===== config.mk =====
export PLATFORM = sky130hd
export DESIGN_NAME = regfile_wb_arbiter
export DESIGN_NICKNAME = d
export VERILOG_FILES = /design/src/rtl/regfile_wb_arbiter_pkg.sv /design/src/rtl/regfile_wb_arbiter_rr_arb2.sv /design/src/rtl/regfile_wb_arbiter.sv
export SDC_FILE = /design/constraint.sdc
export NUM_CORES = 1
export LEC_CHECK = 0
export CELL_PAD_IN_SITES_DETAIL_PLACEMENT = 0
export CELL_PAD_IN_SITES_GLOBAL_PLACEMENT = 1
export CORE_UTILIZATION = 31
export CTS_BUF_LIST = sky130_fd_sc_hd__clkbuf_8
export CTS_CLUSTER_SIZE = 20
export DETAILED_ROUTE_END_ITERATION = 8
export HOLD_SLACK_MARGIN = 0.1
export PLACE_DENSITY_LB_ADDON = 0.2
export SLEW_MARGIN = 20
export SYNTH_ARGS = -nofsm -noshare
export SYNTH_HDL_FRONTEND = slang
export SYNTH_SLANG_ARGS = --single-unit

===== constraint.sdc =====
create_clock -name i_clk -period 2.25 [get_ports i_clk]
set_input_delay 0.3375 -clock i_clk [delete_from_list [all_inputs] [get_ports i_clk]]
set_output_delay 0.3375 -clock i_clk [all_outputs]
set_load 0.005 [all_outputs]

===== src/rtl/regfile_wb_arbiter_pkg.sv =====
// -----------------------------------------------------------------------------
// regfile_wb_arbiter_pkg
// Shared definitions for the register-file write-back controller.
//   RF_WIDTH   : default register data width
//   RF_REGADDR : default register address width
//   RF_NREGS   : default number of registers cleared by the init sweep
//   STALL_W    : width of the saturating stall counter
//   wb_state_e : controller state (init sweep, then normal run)
//   req_id_e   : write-back requester identifiers
//   sat_inc    : saturating increment for the stall counter
// -----------------------------------------------------------------------------
package regfile_wb_arbiter_pkg;

   localparam int unsigned RF_WIDTH   = 32;
   localparam int unsigned RF_REGADDR = 5;
   localparam int unsigned RF_NREGS   = 32;
   localparam int unsigned STALL_W    = 16;

   typedef enum logic {
      ST_INIT = 1'b0,
      ST_RUN  = 1'b1
   } wb_state_e;

   typedef enum logic {
      REQ_ALU = 1'b0,
      REQ_MEM = 1'b1
   } req_id_e;

   // Holds at all-ones instead of wrapping back to zero.
   function automatic logic [STALL_W-1:0] sat_inc(input logic [STALL_W-1:0] v);
      return (v == {STALL_W{1'b1}}) ? v : v + STALL_W'(1);
   endfunction

endpackage


===== src/rtl/regfile_wb_arbiter_rr_arb2.sv =====
// -----------------------------------------------------------------------------
// rr_arb2
// Two-way round-robin arbiter between the ALU and load write-back requesters.
// The grant is combinational; only the most-recently-accepted requester is
// stored.
//   i_clk, i_rst_n : clock, asynchronous active-low reset
//   i_en           : arbitration enabled (controller in run state)
//   i_alu_valid    : ALU request
//   i_mem_valid    : load request
//   o_alu_ready    : ALU granted this cycle
//   o_mem_ready    : load granted this cycle
//   o_grant        : requester currently selected
// -----------------------------------------------------------------------------
module rr_arb2
   import regfile_wb_arbiter_pkg::*;
(
   input  logic    i_clk,
   input  logic    i_rst_n,
   input  logic    i_en,
   input  logic    i_alu_valid,
   input  logic    i_mem_valid,
   output logic    o_alu_ready,
   output logic    o_mem_ready,
   output req_id_e o_grant
);

   req_id_e r_last_grant;
   req_id_e w_grant;
   logic    w_hs;

   // A lone requester always wins. With both (or neither) requesting, the one
   // not accepted most recently is favoured, so contention alternates.
   always_comb begin
      w_grant = REQ_ALU;
      case ({i_alu_valid, i_mem_valid})
         2'b10:   w_grant = REQ_ALU;
         2'b01:   w_grant = REQ_MEM;
         default: w_grant = (r_last_grant == REQ_MEM) ? REQ_ALU : REQ_MEM;
      endcase
   end

   assign o_alu_ready = i_en && (w_grant == REQ_ALU);
   assign o_mem_ready = i_en && (w_grant == REQ_MEM);
   assign o_grant     = w_grant;

   // Ready without valid is not a handshake and must not move the pointer.
   assign w_hs = (i_alu_valid && o_alu_ready) || (i_mem_valid && o_mem_ready);

   always_ff @(posedge i_clk or negedge i_rst_n) begin
      if (!i_rst_n) begin
         r_last_grant <= REQ_MEM;
      end else if (w_hs) begin
         r_last_grant <= w_grant;
      end
   end

endmodule


===== src/rtl/regfile_wb_arbiter.sv =====
// -----------------------------------------------------------------------------
// regfile_wb_arbiter
// Owner of the register file's single write port. After reset it sweeps every
// register to zero (the file itself has no reset), then arbitrates ALU and
// load write-backs round-robin into a registered write.
//   i_clk, i_rst_n                      : clock, asynchronous active-low reset
//   i_alu_valid/i_alu_rd/i_alu_data     : ALU write-back request
//   o_alu_ready                         : ALU request accepted this cycle
//   i_mem_valid/i_mem_rd/i_mem_data     : load write-back request
//   o_mem_ready                         : load request accepted this cycle
//   o_rf_RegWrite/o_rf_RW/o_rf_busW     : register file write port
//   o_init_done                         : clear sweep finished
//   o_stall_cnt                         : saturating count of stalled cycles
// -----------------------------------------------------------------------------
module regfile_wb_arbiter
   import regfile_wb_arbiter_pkg::*;
#(
   parameter int unsigned WIDTH = RF_WIDTH,
   parameter int unsigned AW    = RF_REGADDR,
   parameter int unsigned NREGS = RF_NREGS
) (
   input  logic               i_clk,
   input  logic               i_rst_n,
   input  logic               i_alu_valid,
   input  logic [AW-1:0]      i_alu_rd,
   input  logic [WIDTH-1:0]   i_alu_data,
   output logic               o_alu_ready,
   input  logic               i_mem_valid,
   input  logic [AW-1:0]      i_mem_rd,
   input  logic [WIDTH-1:0]   i_mem_data,
   output logic               o_mem_ready,
   output logic               o_rf_RegWrite,
   output logic [AW-1:0]      o_rf_RW,
   output logic [WIDTH-1:0]   o_rf_busW,
   output logic               o_init_done,
   output logic [STALL_W-1:0] o_stall_cnt
);

   localparam logic [AW-1:0] LAST_IDX = AW'(NREGS - 1);

   wb_state_e          r_state;
   logic [AW-1:0]      r_init_cnt;
   logic               r_regwrite;
   logic [AW-1:0]      r_rw;
   logic [WIDTH-1:0]   r_busw;
   logic               r_init_done;
   logic [STALL_W-1:0] r_stall_cnt;

   logic               w_run;
   logic               w_alu_ready;
   logic               w_mem_ready;
   req_id_e            w_grant;
   logic               w_hs;
   logic               w_stall;
   logic [AW-1:0]      w_sel_rd;
   logic [WIDTH-1:0]   w_sel_data;

   assign w_run = (r_state == ST_RUN);

   rr_arb2 u_arb (
      .i_clk       (i_clk),
      .i_rst_n     (i_rst_n),
      .i_en        (w_run),
      .i_alu_valid (i_alu_valid),
      .i_mem_valid (i_mem_valid),
      .o_alu_ready (w_alu_ready),
      .o_mem_ready (w_mem_ready),
      .o_grant     (w_grant)
   );

   assign w_hs       = (i_alu_valid && w_alu_ready) || (i_mem_valid && w_mem_ready);
   assign w_sel_rd   = (w_grant == REQ_ALU) ? i_alu_rd   : i_mem_rd;
   assign w_sel_data = (w_grant == REQ_ALU) ? i_alu_data : i_mem_data;

   // Counts INIT cycles too: readies are low there, so any valid requester stalls.
   assign w_stall = (i_alu_valid && !w_alu_ready) || (i_mem_valid && !w_mem_ready);

   // Controller FSM with registered write-port outputs.
   always_ff @(posedge i_clk or negedge i_rst_n) begin
      if (!i_rst_n) begin
         r_state     <= ST_INIT;
         r_init_cnt  <= '0;
         r_regwrite  <= 1'b0;
         r_rw        <= '0;
         r_busw      <= '0;
         r_init_done <= 1'b0;
      end else begin
         case (r_state)
            ST_INIT: begin
               r_regwrite <= 1'b1;
               r_rw       <= r_init_cnt;
               r_busw     <= '0;
               r_init_cnt <= r_init_cnt + 1'b1;
               // Switch on the same edge that presents the last clear, so the
               // first request can be accepted while that write is on the port.
               if (r_init_cnt == LAST_IDX) begin
                  r_state     <= ST_RUN;
                  r_init_done <= 1'b1;
               end
            end
            ST_RUN: begin
               if (w_hs) begin
                  // x0 is hardwired zero: accept the request but suppress the write.
                  r_regwrite <= (w_sel_rd != '0);
                  r_rw       <= w_sel_rd;
                  r_busw     <= w_sel_data;
               end else begin
                  r_regwrite <= 1'b0;
               end
            end
            default: begin
               r_state <= ST_INIT;
            end
         endcase
      end
   end

   always_ff @(posedge i_clk or negedge i_rst_n) begin
      if (!i_rst_n) begin
         r_stall_cnt <= '0;
      end else if (w_stall) begin
         r_stall_cnt <= sat_inc(r_stall_cnt);
      end
   end

   assign o_alu_ready   = w_alu_ready;
   assign o_mem_ready   = w_mem_ready;
   assign o_rf_RegWrite = r_regwrite;
   assign o_rf_RW       = r_rw;
   assign o_rf_busW     = r_busw;
   assign o_init_done   = r_init_done;
   assign o_stall_cnt   = r_stall_cnt;

endmodule


==> flow_summary.yaml <==
yosys:
  ys_seq_area_share_pct: 51.01
  synth-edff-count: 0
  async_reset_ff_share_pct: 100.0
  syn_inst: 320
  ys_ff_latch: 62
  ys_dominant_reg_cell: "dfrtp_1"
  yosysWarnings: 0
  yosysUniqueCellTypes: 43
  syn-cell-area_mm2: 0.003044
  synth.avg_cell_area_um2: 9.513
  synth_nets: 403
global_route:
  grt.total_usage_pct: 16.65
  antenna_found_initial: 0
  first_global_vias: 2652
  grt_use_met3_pct: 5.062
  met1_usage_pct: 20.66
  grt_first_pass_wirelength_um: 13010
  grt-busiest-layer: "met2"
  grt.overflow.total: 0
  grt_max_degree: 63
  grt_use_met2_pct: 27.11
routing:
  vias: 2811
  drt-pass1-iter-count: 4
  wl_per_cell_um: 13.72
  drc: 0
  viasPerCell: 4.693
  wirelength_um: 8221
  drt_iter0_drc: 69
  antenna_left: 0
critical_path:
  path_max_fanout: 3
  path_class: "in -> out"
  worstSetupStartpointType: "primary input"
  cp_num_buf_inv: 4
  critPathMaxStageDelay_ps: 470
  worstPathRequired_ps: 1910
  critPathArrivalTime_ps: 1790
  cp_cell_sequence: "clkdlybuf4s50_1, inv_1, buf_4, ha_1, nand2b_4, and3_4, dlygate4sd2_1"
  slowest_stage: "clkdlybuf4s50_1"
  path_delay_family: "buffers and inverters"
  end_kind: "primary output"
clock_network:
  cts_made_buffers: 9
  cts_max_level: 3
  cts_sinks: 62
  clkTransAtPathRegs_ps: 60
  cts_tree: "done"
  cts_buffer_depth: 2
  cts_root_buf: "clkbuf_8"
  worstSkewPairLatency_ps: 330
placement:
  io_buffer_count: 134
  post-dp-hpwl_um: 5748
  place_inst: 582
  gp_routability_congestion: 0.7915
sta:
  fin_crit_ps: 2131
  maxSlewViolCount: 0
  finClkSkew_ps: 8.086
  rsz0062_at_grt: "false"
  worstMarginPinSlew_ps: 504.1
  min_period_over_period_pct: 94.73
  final_hold_viol_count: 0
  setup_tns_ps: 0
  fmax_ghz: 0.4692
  timing.max_slew.rel_slack_pct: 66.40
  setup_viol_count_final: 0
cells_and_area:
  area_growth_pct: 59.72
  antennaDiodeCount: 0
  layout-drive-gt1-share_pct: 11.70
  nets: 548
  fillers: 929
  finalNonFillerCells: 599
  fin_util_pct: 51.88
status:
  status: "finished clean"
die:
  start_util_pct: 32.48
  die_h_um: 101.1
  io_pins: 135
  coreArea_mm2: 0.009371
  die_w_um: 101.1
  die_area_mm2: 0.01022
  placement_rows: 35
power_and_ir_drop:
  ir_drop_v: 0.0004016
  power_mw: 4.787
  power_density_mw_per_mm2: 984.5
  cellLeakagePower_nw: 2.094
job:
  cap_violations: 0
worst_hold_path:
  holdCritPathClass: "reg -> reg"
final cells by class:
cell class                 instances  area [um^2]  area share (%)
multi-input combinational        231         1369           28.15
timing repair buffer             155         1540           31.68
clock buffer                      10        137.6           2.831
clock inverter                     6        77.57           1.595
tap                              129        161.4           3.320
inverter                           6        22.52          0.4632
sequential                        62         1554           31.96
logic make-up after synthesis:
kind of cell,after synthesis,synth area share (%)
simple gates,120,18.29
mux,9,3.124
compound gates,79,15.87
xor+xnor,18,5.179
fa+ha+maj,5,2.055
buf+inv,27,4.480
flops,62,51.01
registers in the layout, indices dropped and copies added (netlist names):
name	flops
o_rf_busW	32
u_arb.r_last_grant	1
r_init_cnt	5
o_rf_RW	5
o_stall_cnt	16
o_init_done	1
o_rf_RegWrite	1
r_state	1
stage by stage:
| stage | cell area, um^2 | hold WS, ps | setup slack [ps] |
|---|---|---|---|
| final | 4862 | 462.5 | 118.6 |
| after global routing | 4862 | 486.7 | 5.574 |
| after CTS | 4866 | 470.2 | 12.54 |
| after detailed placement | 4631 | 380.3 | -344.1 |
| after global placement | 4631 | 381.0 | -346.8 |
| after floorplan | 3044 | 41.91 | 297.9 |
placed cells by master (no fill, tap or decap), types with 3 or more instances in the layout:
cell type and count:
clkdlybuf4s50_1 131, nand2_1 71, dfrtp_1 60, a31oi_1 34
a21oi_1 34, buf_4 16, nor2_1 12, clkbuf_8 10
xor2_1 9, xnor2_1 9, inv_1 8, nand4_1 7
nor3_1 7, mux2i_1 5, nand3_1 4, mux2_2 4
ha_1 4, buf_12 4, and3_1 3, or2_2 3
final timing paths:
check / start / to / slack, ps / cells past startpoint
max reg2reg: o_stall_cnt[0] / o_stall_cnt[15] / 440 / 8
min reg2reg: o_init_done / o_init_done / 460 / 1
max in group asynchronous: i_rst_n / u_arb.r_last_grant / 1370 / 3
min in group asynchronous: i_rst_n / o_stall_cnt[9] / 540 / 3
max: i_alu_valid / o_alu_ready / 120 / 7
min: o_init_done / o_init_done / 460 / 1
power breakdown:
group | switching [mW] | internal (mW) | leakage [nW]
Clock | 0.423 | 0.643 | 0.119
Sequential | 0.257 | 1.50 | 0.739
Combinational | 0.768 | 1.20 | 1.24
Total | 1.45 | 3.34 | 2.09
synthesized netlist by cell type, drive strengths merged (4+ instances only):
library cell  instances  area share [%]
nand4                 7             1.4
ha                    5             2.1
and3                  4            0.99
mux2                  4             1.5
or2                   5             1.1
mux2i                 5             1.6
xor2                  9             2.6
clkbuf                8            0.99
xnor2                 9             2.6
nor2                 14             1.9
nand2                71             8.8
buf                  13             2.8
a31oi                34             7.0
inv                   6            0.74
nor3                  7             1.2
nand3                 4            0.66
dfrtp                61              50
a21oi                34             5.6
routing by layer:
metal	part of all wire [%]	vias to the layer above
met3	7.0	8
met1	43	1311
met5	0	-
li1	-	1408
met2	48	84
met4	1.1	0
repair_timing:
action | CTS | global route
buffers inserted | 0 | 0
endpoints found under the setup margin | 2 | 1
endpoints found under the hold margin | 61 | 0
gates resized for setup | 3 | 2
hold buffers | 1 | 0
No activity file was read; power rests on OpenSTA's default activity.
